**config.mk**
```make
export PLATFORM = sky130hd
export DESIGN_NAME = alu_operand_fetch_flat
export DESIGN_NICKNAME = d
export VERILOG_FILES = /design/src/rtl/alu_operand_fetch_if.sv /design/src/rtl/alu_operand_fetch.sv /design/src/flat_wrapper.sv
export SDC_FILE = /design/constraint.sdc
export NUM_CORES = 1
export LEC_CHECK = 0
export CORE_ASPECT_RATIO = 0.8
export CORE_MARGIN = 2
export CORE_UTILIZATION = 55
export DETAILED_ROUTE_END_ITERATION = 10
export PLACE_DENSITY = 0.78
export SKIP_CTS_REPAIR_TIMING = 1
export SYNTH_ARGS = -nofsm -noshare
export SYNTH_HDL_FRONTEND = slang
export SYNTH_SLANG_ARGS = --single-unit
```
**constraint.sdc**
```tcl
create_clock -name clk -period 10.1 [get_ports clk]
set_clock_uncertainty 0.1 [all_clocks]
set_input_delay 2.525 -clock clk [delete_from_list [all_inputs] [get_ports clk]]
set_output_delay 2.525 -clock clk [all_outputs]
set_load 0.05 [all_outputs]
```
**src/rtl/alu_operand_fetch_if.sv**
```systemverilog
// Request, write-back and ALU-operand bundle for the operand-fetch stage.
// The slave modport is the fetch stage; the master modport is its upstream/ALU environment.
interface alu_operand_fetch_if #(
   parameter int DATA_W = 16,
   parameter int ADDR_W = 3
);
   logic              req_valid;
   logic              req_ready;
   logic [ADDR_W-1:0] req_rn;
   logic [ADDR_W-1:0] req_rm;
   logic [1:0]        req_shift;
   logic [1:0]        req_aluop;
   logic              req_asel;
   logic              req_bsel;
   logic [DATA_W-1:0] req_imm;
   logic              wb_en;
   logic [ADDR_W-1:0] wb_addr;
   logic [DATA_W-1:0] wb_data;
   logic [DATA_W-1:0] Ain;
   logic [DATA_W-1:0] Bin;
   logic [1:0]        ALUop;
   logic              op_valid;
   logic              op_ready;

   modport slave (
      input  req_valid, req_rn, req_rm, req_shift, req_aluop, req_asel, req_bsel, req_imm,
      input  wb_en, wb_addr, wb_data, op_ready,
      output req_ready, Ain, Bin, ALUop, op_valid
   );

   modport master (
      output req_valid, req_rn, req_rm, req_shift, req_aluop, req_asel, req_bsel, req_imm,
      output wb_en, wb_addr, wb_data, op_ready,
      input  req_ready, Ain, Bin, ALUop, op_valid
   );
endinterface

```
**src/rtl/alu_operand_fetch.sv**
```systemverilog
// ALU operand-fetch stage: 8x16 register file, sequential Rn/Rm reads, shifter and asel/bsel muxes.
// Define OPFETCH_BYPASS_EN to forward same-cycle write-back data into register reads.
module alu_operand_fetch #(
   parameter int DATA_W = 16,
   parameter int NREGS  = 8,
   parameter int ADDR_W = 3
) (
   input  logic                 clk,
   input  logic                 reset,
   alu_operand_fetch_if.slave   bus
);
   typedef enum logic [1:0] {S_IDLE, S_READ_A, S_READ_B, S_PRESENT} state_t;

   state_t            r_state, w_next;
   logic [DATA_W-1:0] r_rf [NREGS];
   logic [ADDR_W-1:0] r_rn, r_rm;
   logic [1:0]        r_shift, r_aluop, r_aluop_o;
   logic              r_asel, r_bsel;
   logic [DATA_W-1:0] r_imm, r_a, r_ain, r_bin;
   logic [DATA_W-1:0] w_rd_a, w_rd_b, w_shb, w_ain, w_bin;

   always_ff @(posedge clk or posedge reset) begin
      if (reset) r_state <= S_IDLE;
      else       r_state <= w_next;
   end

   always_comb begin
      w_next = r_state;
      case (r_state)
         S_IDLE:    if (bus.req_valid) w_next = S_READ_A;
         S_READ_A:  w_next = S_READ_B;
         S_READ_B:  w_next = S_PRESENT;
         S_PRESENT: if (bus.op_ready) w_next = S_IDLE;
         default:   w_next = S_IDLE;
      endcase
   end

   assign bus.req_ready = (r_state == S_IDLE);
   assign bus.op_valid  = (r_state == S_PRESENT);
   assign bus.Ain       = r_ain;
   assign bus.Bin       = r_bin;
   assign bus.ALUop     = r_aluop_o;

   // Write-back lands regardless of FSM state; reads only see it when forwarding is built in.
   always_ff @(posedge clk or posedge reset) begin
      if (reset) begin
         for (int i = 0; i < NREGS; i++) r_rf[i] <= '0;
      end else if (bus.wb_en) begin
         r_rf[bus.wb_addr] <= bus.wb_data;
      end
   end

`ifdef OPFETCH_BYPASS_EN
   assign w_rd_a = (bus.wb_en && bus.wb_addr == r_rn) ? bus.wb_data : r_rf[r_rn];
   assign w_rd_b = (bus.wb_en && bus.wb_addr == r_rm) ? bus.wb_data : r_rf[r_rm];
`else
   assign w_rd_a = r_rf[r_rn];
   assign w_rd_b = r_rf[r_rm];
`endif

   always_comb begin
      w_shb = w_rd_b;
      case (r_shift)
         2'b01:   w_shb = {w_rd_b[DATA_W-2:0], 1'b0};
         2'b10:   w_shb = {1'b0, w_rd_b[DATA_W-1:1]};
         2'b11:   w_shb = {w_rd_b[DATA_W-1], w_rd_b[DATA_W-1:1]};
         default: w_shb = w_rd_b;
      endcase
   end

   assign w_ain = r_asel ? '0 : r_a;
   assign w_bin = r_bsel ? r_imm : w_shb;

   // The B value is consumed straight off the read port into Bin, so r_bin doubles as the B latch.
   always_ff @(posedge clk or posedge reset) begin
      if (reset) begin
         r_rn      <= '0;
         r_rm      <= '0;
         r_shift   <= '0;
         r_aluop   <= '0;
         r_asel    <= 1'b0;
         r_bsel    <= 1'b0;
         r_imm     <= '0;
         r_a       <= '0;
         r_ain     <= '0;
         r_bin     <= '0;
         r_aluop_o <= '0;
      end else begin
         case (r_state)
            S_IDLE: if (bus.req_valid) begin
               r_rn    <= bus.req_rn;
               r_rm    <= bus.req_rm;
               r_shift <= bus.req_shift;
               r_aluop <= bus.req_aluop;
               r_asel  <= bus.req_asel;
               r_bsel  <= bus.req_bsel;
               r_imm   <= bus.req_imm;
            end
            S_READ_A: r_a <= w_rd_a;
            S_READ_B: begin
               r_ain     <= w_ain;
               r_bin     <= w_bin;
               r_aluop_o <= r_aluop;
            end
            default: ;
         endcase
      end
   end
endmodule

```
**src/flat_wrapper.sv**
```systemverilog
// flat-port wrapper written by rule: the top's interface ports become plain ports
module alu_operand_fetch_flat 
#(
   parameter int DATA_W = 16,
   parameter int NREGS  = 8,
   parameter int ADDR_W = 3
)
  (clk, reset, bus_req_valid, bus_req_rn, bus_req_rm, bus_req_shift, bus_req_aluop, bus_req_asel, bus_req_bsel, bus_req_imm, bus_wb_en, bus_wb_addr, bus_wb_data, bus_op_ready, bus_req_ready, bus_Ain, bus_Bin, bus_ALUop, bus_op_valid);
  alu_operand_fetch_if #(.DATA_W(DATA_W), .ADDR_W(ADDR_W)) bus_i ();
  input  logic clk;
  input  logic reset;
  input wire logic [$bits(bus_i.req_valid)-1:0] bus_req_valid;
  input wire logic [$bits(bus_i.req_rn)-1:0] bus_req_rn;
  input wire logic [$bits(bus_i.req_rm)-1:0] bus_req_rm;
  input wire logic [$bits(bus_i.req_shift)-1:0] bus_req_shift;
  input wire logic [$bits(bus_i.req_aluop)-1:0] bus_req_aluop;
  input wire logic [$bits(bus_i.req_asel)-1:0] bus_req_asel;
  input wire logic [$bits(bus_i.req_bsel)-1:0] bus_req_bsel;
  input wire logic [$bits(bus_i.req_imm)-1:0] bus_req_imm;
  input wire logic [$bits(bus_i.wb_en)-1:0] bus_wb_en;
  input wire logic [$bits(bus_i.wb_addr)-1:0] bus_wb_addr;
  input wire logic [$bits(bus_i.wb_data)-1:0] bus_wb_data;
  input wire logic [$bits(bus_i.op_ready)-1:0] bus_op_ready;
  output wire logic [$bits(bus_i.req_ready)-1:0] bus_req_ready;
  output wire logic [$bits(bus_i.Ain)-1:0] bus_Ain;
  output wire logic [$bits(bus_i.Bin)-1:0] bus_Bin;
  output wire logic [$bits(bus_i.ALUop)-1:0] bus_ALUop;
  output wire logic [$bits(bus_i.op_valid)-1:0] bus_op_valid;
  assign bus_i.req_valid = bus_req_valid;
  assign bus_i.req_rn = bus_req_rn;
  assign bus_i.req_rm = bus_req_rm;
  assign bus_i.req_shift = bus_req_shift;
  assign bus_i.req_aluop = bus_req_aluop;
  assign bus_i.req_asel = bus_req_asel;
  assign bus_i.req_bsel = bus_req_bsel;
  assign bus_i.req_imm = bus_req_imm;
  assign bus_i.wb_en = bus_wb_en;
  assign bus_i.wb_addr = bus_wb_addr;
  assign bus_i.wb_data = bus_wb_data;
  assign bus_i.op_ready = bus_op_ready;
  assign bus_req_ready = bus_i.req_ready;
  assign bus_Ain = bus_i.Ain;
  assign bus_Bin = bus_i.Bin;
  assign bus_ALUop = bus_i.ALUop;
  assign bus_op_valid = bus_i.op_valid;
  alu_operand_fetch #(.DATA_W(DATA_W), .NREGS(NREGS), .ADDR_W(ADDR_W)) u_core (.clk(clk), .reset(reset), .bus(bus_i));
endmodule
```
==> results.toml, run 1 <==
[status]
outcome = "completed"

[timing]
hold_viol_final = 0
finalMaxSlewViolations = 0
worstMarginPinSlew_ns = 1.26
fmax_ghz = 0.213
setup_ws_ns = 5.41
relSlewSlack = 0.161
period_needed_ns = 4.69
min_period_over_period = 0.464
hold_slack_ns = 0.382
rsz0062_at_grt = "no"
setup_tns_ns = 0
setup_viol = 0

[drt]
vias = 6638
wl_um = 24100
first_pass_iters = 4
vias_per_cell = 6.36
ant_nets = 0
routedWlPerCell_um = 23.1
drc = 0
drt_iter0_drc = 477

[die]
fp.dieW_um = 156
fp.dieArea_um2 = 19500
die_h_um = 125
rows = 44
io_pins = 88
coreArea_um2 = 18100
start_util = 0.560

[layout]
drive_gt1_frac = 0.311
fin_cells = 1043
post-route-util = 0.649
area_growth_pct = 15.9
nNetsFinal = 857
antennaDiodeCount = 0
n_fill_cell = 1254

[placement]
preCtsSetupSlack_ns = 5.19
io_buffers = 87
place_inst = 1008
gp_congestion = 0.814
dp.final_hpwl_um = 15300

[min_path]
holdCritStartpoint = "u_core.r_a[9]"
min_delay_path_depth = 2
hold_path_end = "u_core.bus.Ain[9]"
hold_path_class = "register to register"

[cts]
clk_path_buf_depth = 3
root_buffer = "clkbuf_16"
cts_sinks = 208
cts_tree = "built"
clk_latency_ns = 0.49
htreeDepth = 1
cts_buffers = 21
clkTransAtPathRegs_ns = 0.06

[global_routing]
grt_antenna_before_repair = 0
grt_util_all_layers = 0.253
grt_pass1_wl_um = 38600
grt_max_degree = 134
grt_pass1_vias = 7007
grt-ovfl-total = 0

[pwr]
swShare = 0.397
vdd_drop_max_mv = 0.168
pwr-share-seq = 0.361
switchingPower_w = 0.00152
power_density_nw_per_um2 = 325
p_comb_frac = 0.445
clkPwrFrac = 0.194
internal_power_w = 0.00231
leakagePower_nw = 4.89

[yosys]
yosysSeqAreaShare = 0.514
syn_nets = 789
ys.warnings.count = 0
synth_cell_types = 36
syn_inst = 733
avgSynthCellArea_um2 = 13.8
synth_area_um2 = 10100
ys_seq_elements = 208

[run]
max_cap_violations = 0

[setup_path]
cp.required_ns = 7.48
r2r_setup_slack_ns = 7.39
critPathLaunchType = "register"
timing.rr.end = "u_core.bus.Bin[7]"
critPathMaxFanout = 4
reg2reg_depth = 5
arrival_ns = 2.06
worstSetupEndpointType = "output port"
reg2reg_from = "u_core.r_rm[1]"
critPathKind = "register to output port"
## cells in the mapped netlist
cell type / n / area (um2)
inv_1: 20 / 75.1
nor2_1: 21 / 78.8
a21oi_1: 45 / 225
dfrtp_1: 208 / 5200
mux2i_1: 41 / 410
nand2_1: 25 / 93.8
buf_12: 2 / 40.0
ha_1: 4 / 50.1
o32a_1: 1 / 10.0
a22oi_1: 14 / 105
a22o_1: 2 / 17.5
nand4_1: 1 / 6.26
mux4_2: 40 / 901
clkbuf_1: 23 / 86.3
o21ai_0: 18 / 90.1
mux2_2: 154 / 1730
mux2_1: 32 / 360
buf_1: 1 / 3.75
nand2b_1: 2 / 12.5
buf_2: 17 / 85.1
buf_4: 5 / 37.5
nor3_2: 2 / 20.0
nor3b_4: 1 / 18.8
nor2b_1: 4 / 25.0
nand4b_1: 3 / 26.3
o31ai_1: 1 / 7.51
nand2b_4: 1 / 13.8
and2b_1: 1 / 7.51
a41oi_1: 1 / 8.76
nor3b_2: 1 / 12.5
o22ai_1: 26 / 163
buf_6: 3 / 33.8
a221oi_1: 1 / 8.76
nand3b_1: 1 / 7.51
a221oi_2: 10 / 150
o21ai_1: 1 / 5.00
## metrics by stage
| step | power [W] | cell area [um2] |
|---|---|---|
| floorplan | 0.00260 | 10100 |
| global placement | 0.00299 | 11100 |
| detailed placement | 0.00307 | 11100 |
| CTS | 0.00382 | 11800 |
| global route | 0.00401 | 11800 |
| finish | 0.00382 | 11800 |
## layer usage
layer / part of all wire / global-route usage / vias up
li1: - / - / 2869
met1: 0.44 / 0.372 / 3487
met2: 0.47 / 0.392 / 232
met3: 0.061 / 0.0471 / 50
met4: 0.028 / 0.0702 / 0
met5: 0 / 0 / -
## worst max-delay path, stage by stage (launching register included)
cell	delay [ns]
dfrtp_1	0.42
inv_1	0.10
ha_1	0.23
clkdlybuf4s50_1	0.83
## final cells by class
cell class / instances / area (um2) / share of cell area
Inverter: 20 / 82.6 / 0.00703
Sequential cell: 208 / 5210 / 0.443
Tap cell: 230 / 288 / 0.0245
Clock buffer: 32 / 627 / 0.0533
Clock inverter: 3 / 15.0 / 0.00128
Multi-Input combinational cell: 454 / 4590 / 0.391
Timing Repair Buffer: 96 / 938 / 0.0799
## logic make-up after synthesis
| group | Yosys count | synth area share |
|---|---|---|
| muxes | 267 | 0.336 |
| DFF | 208 | 0.514 |
| AOI/OAI and AO/OA | 120 | 0.0780 |
| buffers and inverters | 71 | 0.0357 |
| and+or+nand+nor | 63 | 0.0318 |
| adders and majority gates | 4 | 0.00494 |
## layout by cell type, fill, tap and decap left out, types with 2 or more instances in the layout
cell type / count
a21oi_1: 45
a221oi_2: 10
a22o_1: 2
a22oi_1: 14
buf_4: 9
clkbuf_1: 5
clkbuf_16: 21
clkbuf_8: 6
clkdlybuf4s50_1: 87
clkinv_2: 3
dfrtp_1: 205
dfrtp_2: 3
ha_1: 4
inv_1: 19
mux2_1: 32
mux2_2: 154
mux2i_1: 41
mux4_2: 40
nand2_1: 25
nand2b_1: 2
nand4b_1: 3
nor2_1: 20
nor2b_1: 4
nor3_4: 2
nor3b_4: 2
o21ai_0: 18
o22ai_1: 26
## registers in the layout, summed over array words and instances, names as in the netlist
name	count
u_core.r_aluop	2
u_core.bus.Bin	16
u_core.r_imm	16
u_core.r_a	16
u_core.r_rn	3
u_core.bus.Ain	16
u_core.r_bsel	1
u_core.r_rm	3
u_core.r_state	2
u_core.bus.ALUop	2
u_core.r_rf	128
u_core.r_asel	1
u_core.r_shift	2
## worst max-delay path by stage
stage	from	endpoint	depth (start not counted)	slack [ns]
after detailed placement	bus_wb_addr[2]	u_core.r_rf[63]	3	5.19
after global placement	bus_wb_addr[2]	u_core.r_rf[61]	3	5.28
final	u_core.r_state[0]	bus_req_ready	3	5.41
after floorplan	reset	u_core.bus.ALUop[0]	1	1.79
after global routing	u_core.r_state[0]	bus_req_ready	3	5.34
after CTS	u_core.r_state[0]	bus_req_ready	3	5.39
## power by group through the flow
| stage | combinational (W) | clock [W] | sequential, W |
|---|---|---|---|
| 3_5_place_dp | 0.00168 | 0 | 0.00139 |
| 3_3_place_gp | 0.00163 | 0 | 0.00136 |
| 5_1_grt | 0.00181 | 0.000785 | 0.00142 |
| 2_1_floorplan | 0.00115 | 0 | 0.00145 |
| 4_1_cts | 0.00170 | 0.000748 | 0.00138 |
| 6_report | 0.00170 | 0.000742 | 0.00138 |
(Power assumes the default switching activity.)
==> inputs of run 2 (changes only) <==
--- a/config.mk
+++ b/config.mk
@@ -7,9 +7,9 @@
 export LEC_CHECK = 0
 export CORE_ASPECT_RATIO = 0.8
 export CORE_MARGIN = 2
-export CORE_UTILIZATION = 55
+export CORE_UTILIZATION = 53
 export DETAILED_ROUTE_END_ITERATION = 10
-export PLACE_DENSITY = 0.78
+export PLACE_DENSITY = 0.79
 export SKIP_CTS_REPAIR_TIMING = 1
 export SYNTH_ARGS = -nofsm -noshare
 export SYNTH_HDL_FRONTEND = slang
==> constraint.sdc (replaced) <==
create_clock -name clk -period 4.15 [get_ports clk]
set_clock_uncertainty 0.1 [all_clocks]
set_input_delay 1.0375 -clock clk [delete_from_list [all_inputs] [get_ports clk]]
set_output_delay 1.0375 -clock clk [all_outputs]
set_load 0.05 [all_outputs]
==> run 2 against run 1 <==
Compared with the run above: flip-flop and latch count unchanged; non-clock buffer count up 8; cell count up 3.4%; via count up 0.15%; highest routed layer unchanged.
==> results.toml, run 2 (synthesized netlist as in run 1, its figures left out) <==
[timing]
setup_tns_ns = 0
worstMarginPinSlew_ns = 1.04
setup_viol = 0
min_period_over_period = 0.767
fmax_ghz = 0.314
hold_viol_final = 0
relSlewSlack = 0.304
setup_ws_ns = 0.965
finalMaxSlewViolations = 0
rsz0062_at_grt = "no"
period_needed_ns = 3.18

[drt]
drt_iter0_drc = 413
vias_per_cell = 6.17
routedWlPerCell_um = 22.4
drc = 0
ant_nets = 0
vias = 6648
first_pass_iters = 4
wl_um = 24200

[cts]
cts_sinks = 208
cts_buffers = 21
clkTransAtPathRegs_ns = 0.06
clk_latency_ns = 0.50
root_buffer = "clkbuf_16"
clk_path_buf_depth = 3
cts_tree = "built"
htreeDepth = 1

[setup_path]
max_stage_delay_ns = 0.82
crit_slowest_cell = "clkdlybuf4s50_1"
cp.required_ns = 3.01
critPathKind = "register to output port"
critPathMaxFanout = 4
critPathLaunchType = "register"
worstPathCellList = "inv_1 > ha_1 > clkdlybuf4s50_1"
worstSetupEndpointType = "output port"
reg2reg_depth = 5
arrival_ns = 2.05

[layout]
layout_commonest_cell = "dfrtp_1"
top_register = "u_core.r_rf"
finalInstanceArea_um2 = 11900
layout_common_cells = "dfrtp_1 (205), mux2_2 (154), clkdlybuf4s50_1 (87)"
drive_gt1_frac = 0.317
largest_reg_flops = 128
area_growth_pct = 17.2
antennaDiodeCount = 0
nNetsFinal = 865

[status]
outcome = "completed"

[global_routing]
met2_usage = 0.381
grt_util_met3 = 0.0473
use_met1 = 0.360
grt_pass1_vias = 7025
gr-max-usage-layer = "met2"
grt-ovfl-total = 0
grt_pass1_wl_um = 38700
grt_util_all_layers = 0.248
grt_max_degree = 104
grt_antenna_before_repair = 0

[pwr]
vdd_drop_max_mv = 0.429
leakagePower_nw = 4.94
power_density_nw_per_um2 = 791

[placement]
gp_congestion = 0.809
io_buffers = 87
placed_area_um2 = 11200
preCtsSetupSlack_ns = 1.24
dp.final_hpwl_um = 15800

[die]
fp.dieW_um = 159
io_pins = 88
coreArea_um2 = 18900
start_util = 0.537
die_h_um = 128
fp.dieArea_um2 = 20300
rows = 45

[run]
max_cap_violations = 0

[min_path]
hold_path_class = "register to register"
min_delay_path_depth = 2
## run 2: changes by cell type in the layout (fill, tap and decap cells not counted), moves of 2 or more
cell | before | now
buf_4 | 9 | 14
buf_12 | 0 | 3
nor3_2 | 0 | 2
nor3_4 | 2 | 0
## run 2: worst paths after layout
kind | end | slack (ns) | start
min | u_core.bus.Ain[12] | 0.38 | u_core.r_a[12]
max reg2reg | u_core.bus.Bin[7] | 1.44 | u_core.r_rm[1]
max in group asynchronous | u_core.r_rf[11] | 2.22 | reset
max | bus_req_ready | 0.97 | u_core.r_state[1]
min in group asynchronous | u_core.r_rf[37] | 0.84 | reset
min reg2reg | u_core.bus.Ain[12] | 0.38 | u_core.r_a[12]
## run 2: where the power goes
| group | switching (W) | internal [W] | leakage [nW] |
|---|---|---|---|
| sequential | 0.000760 | 0.00270 | 2.48 |
| clock | 0.000758 | 0.00109 | 0.329 |
| combinational | 0.00218 | 0.00191 | 2.12 |
| total | 0.00370 | 0.00570 | 4.94 |
## run 2: metrics by stage
| stage | std cells | hold slack [ns] | power [W] | utilization |
|---|---|---|---|---|
| final | 1078 | 0.382 | 0.00939 | 0.630 |
| after global routing | 1078 | 0.414 | 0.00988 | 0.630 |
| after CTS | 1078 | 0.383 | 0.00940 | 0.630 |
| after detailed placement | 1044 | 0.368 | 0.00752 | 0.595 |
| after global placement | 1044 | 0.359 | 0.00731 | 0.595 |
| after floorplan | 733 | 0.340 | 0.00633 | - |
## run 2: critical path: cells and delay by family, from the launching register on
kind                     cells  cell delay (ns)
buffers and inverters        2             0.93
adder cells (fa/ha/maj)      1             0.22
flip-flops                   1             0.41
## run 2: layer usage
| metal | up-vias | wire (um) |
|---|---|---|
| met4 | 0 | 680 |
| met1 | 3475 | 10600 |
| met2 | 226 | 11400 |
| met3 | 46 | 1540 |
| li1 | 2901 | - |
| met5 | - | 0 |
## run 2: area by class of cell
| type | instances | area, um2 |
|---|---|---|
| fillers | 1407 | 6980 |
| flip-flops and latches | 208 | 5210 |
| multi-input cells | 454 | 4570 |
| repair buffers | 104 | 1040 |
| clock buffers | 31 | 623 |
| well taps | 258 | 323 |
| inverters | 20 | 78.8 |
| clock inverters | 3 | 40.0 |
==> RTL change 1 (flow settings as in run 1) <==
Re-encode `state_t` (4 states) as Gray code, 2 bits wide.
--- a/src/rtl/alu_operand_fetch.sv
+++ b/src/rtl/alu_operand_fetch.sv
@@ -10,5 +10,5 @@
    alu_operand_fetch_if.slave   bus
 );
-   typedef enum logic [1:0] {S_IDLE, S_READ_A, S_READ_B, S_PRESENT} state_t;
+   typedef enum logic [1:0] {S_IDLE = 2'b00, S_READ_A = 2'b01, S_READ_B = 2'b11, S_PRESENT = 2'b10} state_t;
 
    state_t            r_state, w_next;
Behaviour: same outputs for any inputs over 4 cycles, from zero or initial values and one cycle with reset high; so few cycles prove little.
==> RTL change 1 against run 1 <==
- synthesized area rose by 0.85%
- cell area rose by 0.91%
- via count rose by 0.62%
- clock power rose by 3%
- utilization rose by 0.39 points
- total power rose by 0.66%
- setup slack improved by 0.14 ns
- first-iteration DRC count rose by 4.6%
- wire length fell by 0.62%
- sequential cell count did not move
- count of clock-buffer cells in the layout fell by 6
- sequential share of layout area fell by 0.40 points
- non-clock buffer count rose by 4
- critical endpoint unchanged
- largest cell class unchanged
==> RTL change 1: results (changes against run 1) <==
drtIter0Drc: 499  # +4.6%
ir_worst_vdd_v: 0.000178  # +6.0%
syn-num-nets: 803  # +1.8%
synth_cell_types: 35  # -2.8%
setup_viol: 0  # unchanged
synth.yosys.seq_area_share_pct: 50.9  # -0.43 points
use_met2_pct: 40.9  # +1.7 points
netlist_top_cells_area: "dfrtp_1 (51%), mux2_2 (20%), mux4_2 (8.6%), mux2i_1 (3.7%), nand3b_1 (2.2%)"
grt_pass1_vias: 6879  # -1.8%
relSlewSlack_pct: 21.8  # +5.7 points
drive_gt1_share_pct: 34.3  # +3.1 points
crit_fanout: 7  # +3
arrival_ns: 1.92  # -0.14 ns
final_net_count: 870  # +1.5%
wl_per_cell_um: 22.6  # -2.1%
reg2reg_setup_slack_ns: 7.35  # -0.04 ns
track_usage_pct: 25.1  # -0.25 points
p_leak_nw: 4.96  # +1.4%
htreeDepth: 1  # unchanged
route.met2.wl_um: 11400  # about the same
dr.pass1.iters: 4  # unchanged
p_sw_w: 0.00152  # +0.19%
n_fill_cell: 1318  # +5.1%
hp-start: "u_core.r_aluop[0]$_DFFE_PP0P_"
status: "finished, final reports clean"
grt_max_degree: 130  # -3.0%
synthTopCellsByCount: "dfrtp_1 (208), mux2_2 (181), nand2_1 (57)"
met1_length_um: 10800  # +2.4%
wl_met3_um: 1110  # -25%
grt_use_met1_pct: 36.3  # -0.82 points
reg2reg_depth: 5  # unchanged
p_clk_w: 0.000761  # +3%
grt_use_met3_pct: 2.82  # -1.9 points
routabilityCongestion: 0.800  # -1.7%
reg2reg_from: "u_core.r_rm[1]$_DFFE_PP0P_"
dr_total_vias: 6679  # +0.62%
grt_pass1_wl_um: 38700  # about the same
cts_buffer_depth: 3  # unchanged
reg2reg_to: "u_core.bus.Bin[6]$_DFFE_PP0P_"
largest_reg_flops: 128  # unchanged
holdPathEnd: "u_core.bus.ALUop[0]$_DFFE_PP0P_"
dp_hpwl_um: 15400  # +0.86%
==> RTL change 1: cell families (layout without fill, tap and decap cells) <==
family	Yosys count	count (layout)	synth area share [%]
AOI/OAI and AO/OA	106	106	6.96
and+or+nand+nor	117	117	6.18
muxes	262	262	32.8
buffers and inverters	58	136	3.10
DFF	208	208	50.9
==> RTL change 1: worst max path at each step <==
stage                     slack [ns]                         endpoint  cells past startpoint
after floorplan                 1.79  u_core.bus.ALUop[0]$_DFFE_PP0P_                      1
after global placement          5.31      u_core.r_rf[12]$_DFFE_PP0P_                      3
after detailed placement        5.20      u_core.r_rf[12]$_DFFE_PP0P_                      3
after CTS                       5.52                    bus_req_ready                      2
after global routing            5.46      u_core.r_rf[43]$_DFFE_PP0P_                      3
final                           5.55                    bus_req_ready                      2
==> RTL change 1: layout make-up <==
cell class / instances / area [um2] / area share [%]
Multi-Input combinational cell: 485 / 4720 / 39.8
Tap cell: 230 / 288 / 2.43
Clock buffer: 26 / 564 / 4.76
Inverter: 2 / 15.0 / 0.127
Sequential cell: 208 / 5210 / 43.9
Timing Repair Buffer: 100 / 968 / 8.17
Clock inverter: 8 / 92.6 / 0.781
==> RTL change 1: per-stage QoR <==
step / instances / area, um2 / power (W) / hold WS (ns) / setup WS [ns]
2_1_floorplan: 751 / 10200 / 0.00260 / 0.335 / 1.79
3_3_place_gp: 1025 / 11200 / 0.00301 / 0.346 / 5.31
3_5_place_dp: 1025 / 11200 / 0.00309 / 0.350 / 5.20
4_1_cts: 1059 / 11900 / 0.00385 / 0.364 / 5.52
5_1_grt: 1059 / 11900 / 0.00404 / 0.374 / 5.46
6_report: 1059 / 11900 / 0.00385 / 0.362 / 5.55
==> RTL change 1: critical path: stages, from the launching register on <==
cell,delay [ns]
dfrtp_1,0.44
nor2_1,0.17
clkdlybuf4s50_1,0.82
==> RTL change 2 (config.mk and constraints of run 1) <==
Made on the original files. Add a define of `OPFETCH_BYPASS_EN`.
--- a/src/rtl/alu_operand_fetch.sv
+++ b/src/rtl/alu_operand_fetch.sv
@@ -1,4 +1,6 @@
 // ALU operand-fetch stage: 8x16 register file, sequential Rn/Rm reads, shifter and asel/bsel muxes.
 // Define OPFETCH_BYPASS_EN to forward same-cycle write-back data into register reads.
+`define OPFETCH_BYPASS_EN
+
 module alu_operand_fetch #(
    parameter int DATA_W = 16,
Behaviour: not the same (a bounded check fails within 4 cycles, from zero or initial values and one cycle with reset high).
==> RTL change 2 against run 1 <==
- sequential power down 4%
- sequential cell count is the same
- wire length grew 10%
- setup slack worse by 0.12 ns
- non-clock buffer count rose by 10
- cell area increased by 5.1%
- hold slack improved by 0.0066 ns
- highest routed layer unchanged
- total power rose by 3.7%
- register-to-register slack lost 0.29 ns
- via count rose by 9.7%
- global-route usage up 1.0 points
- synthesized area is 5.0% higher
==> RTL change 2: results (changes against run 1) <==
status: "finished, final reports clean"
async_flop_share_pct: 100  # unchanged
drtIter0Drc: 681  # +43%
drive_gt1_share_pct: 28.1  # -3.0 points
htreeDepth: 1  # unchanged
wl_met3_um: 2510  # +71%
ir_worst_vdd_v: 0.000285  # +70%
netlist_top_cells_area: "dfrtp_1 (49%), mux2_2 (15%), mux4_2 (9.7%), mux2i_1 (4.0%), mux4_1 (3.0%)"
hold_viol: 0  # unchanged
synth_cell_types: 49  # +36%
cts_buffer_depth: 3  # unchanged
clk_latency_ns: 0.51  # +0.02 ns
reg2reg_from: "u_core.r_rm[0]$_DFFE_PP0P_"
synthTopCellsByCount: "dfrtp_1 (208), mux2_2 (146), nand2_1 (65)"
cts_made_buffers: 22  # +4.8%
grt_max_degree: 135  # +0.75%
crit_path_max_incr_delay_ns: 0.64  # -0.19 ns
largest_reg_flops: 128  # unchanged
clkTransAtPathRegs_ns: 0.06  # about the same
track_usage_pct: 26.3  # +1.0 points
met1_length_um: 11800  # +12%
final_net_count: 949  # +11%
dp_hpwl_um: 16900  # +11%
crit_path_start: "bus_wb_addr[1]"
relSlewSlack_pct: 22.4  # +6.3 points
dr.pass1.iters: 6  # +2
route.met2.wl_um: 11700  # +2.6%
reg2reg_setup_slack_ns: 7.10  # -0.29 ns
crit_path_top_delay_cell: "nand4_2"
arrival_ns: 5.10  # +3.04 ns
worst_hold_path_type: "flip-flop to flip-flop"
io_buffers: 87  # unchanged
top_register: "u_core.r_rf"
p_leak_nw: 5.20  # +6.5%
n_fill_cell: 1459  # +16%
grt_pass1_wl_um: 42000  # +8.7%
syn-num-nets: 889  # +13%
seqCellArea_um2: 5210  # about the same
routabilityCongestion: 0.886  # +8.8%
cts_root_buf: "clkbuf_16"
top_layer: "met4"
synth.yosys.seq_area_share_pct: 48.9  # -2.4 points
antenna_found_initial: 0  # unchanged
cp_top_family: "simple AND/OR/NAND/NOR gates"
yosys_warnings: 0  # unchanged
crit_fanout: 28  # +24
hp-start: "u_core.r_a[11]$_DFFE_PP0N_"
fin_hold_ws_ns: 0.389  # +0.00661 ns
dr_total_vias: 7281  # +9.7%
drt_wl_total_um: 26600  # +10%
dpl_cell_area_um2: 11700  # +5.0%
[RTL change 2: cell types whose count changed in the layout (fill, tap and decap cells not counted), moves of 20 or more]
cell,delta
a21oi_1,-21
inv_1,+23
mux2_1,-32
nand2_1,+40
o211ai_1,+20
o21ai_0,+36
[RTL change 2: kinds of logic after synthesis]
group / after synthesis / share of synthesized area, %
xor+xnor: 6 / 0.494
simple gates: 112 / 4.99
mux: 247 / 32.2
flops: 208 / 48.9
buf+inv: 114 / 4.66
compound gates: 142 / 8.26
fa+ha+maj: 4 / 0.470
[RTL change 2: tightest hold or removal path, cell delays in order (launching register included)]
cell and delay [ns]:
dfrtp_1 0.35, nand2_1 0.05, o21ai_0 0.06
[RTL change 2: report_power, final]
group          leakage [nW]  switching, W  internal (W)
clock                 0.340      0.000325      0.000454
combinational          2.35       0.00104      0.000825
sequential             2.52      0.000213       0.00111
total                  5.20       0.00158       0.00238
[RTL change 2: area by class of cell]
type	instances	share of cell area, %
Antenna cell	1	0.0203
Clock buffer	35	5.43
Clock inverter	3	0.152
Inverter	44	1.40
Multi-Input combinational cell	511	40.0
Sequential cell	208	42.2
Tap cell	258	2.61
Timing Repair Buffer	106	8.21
[RTL change 2: worst paths after layout]
kind,endpoint,cells past startpoint
max,u_core.bus.Bin[8]$_DFFE_PP0P_,7
min,u_core.bus.Ain[11]$_DFFE_PP0P_,2
max reg2reg,u_core.bus.Bin[8]$_DFFE_PP0P_,6
min reg2reg,u_core.bus.Ain[11]$_DFFE_PP0P_,2
max in group asynchronous,u_core.r_rf[86]$_DFFE_PP0P_,3
min in group asynchronous,u_core.r_a[13]$_DFFE_PP0N_,2
[RTL change 2: through the flow]
| stage | setup WS (ns) | total power, W | cells |
|---|---|---|---|
| final | 5.29 | 0.00396 | 1166 |
| after CTS | 5.34 | 0.00395 | 1165 |
| after detailed placement | 4.83 | 0.00316 | 1127 |
| after floorplan | 1.79 | 0.00267 | 833 |
| after global routing | 5.00 | 0.00417 | 1165 |
| after global placement | 4.91 | 0.00312 | 1127 |
[RTL change 2: layer usage]
| layer | up-vias | global-route usage, % |
|---|---|---|
| met5 | - | 0 |
| met4 | 0 | 5.94 |
| met3 | 52 | 6.64 |
| met2 | 383 | 40.5 |
| met1 | 3646 | 38.4 |
| li1 | 3200 | - |
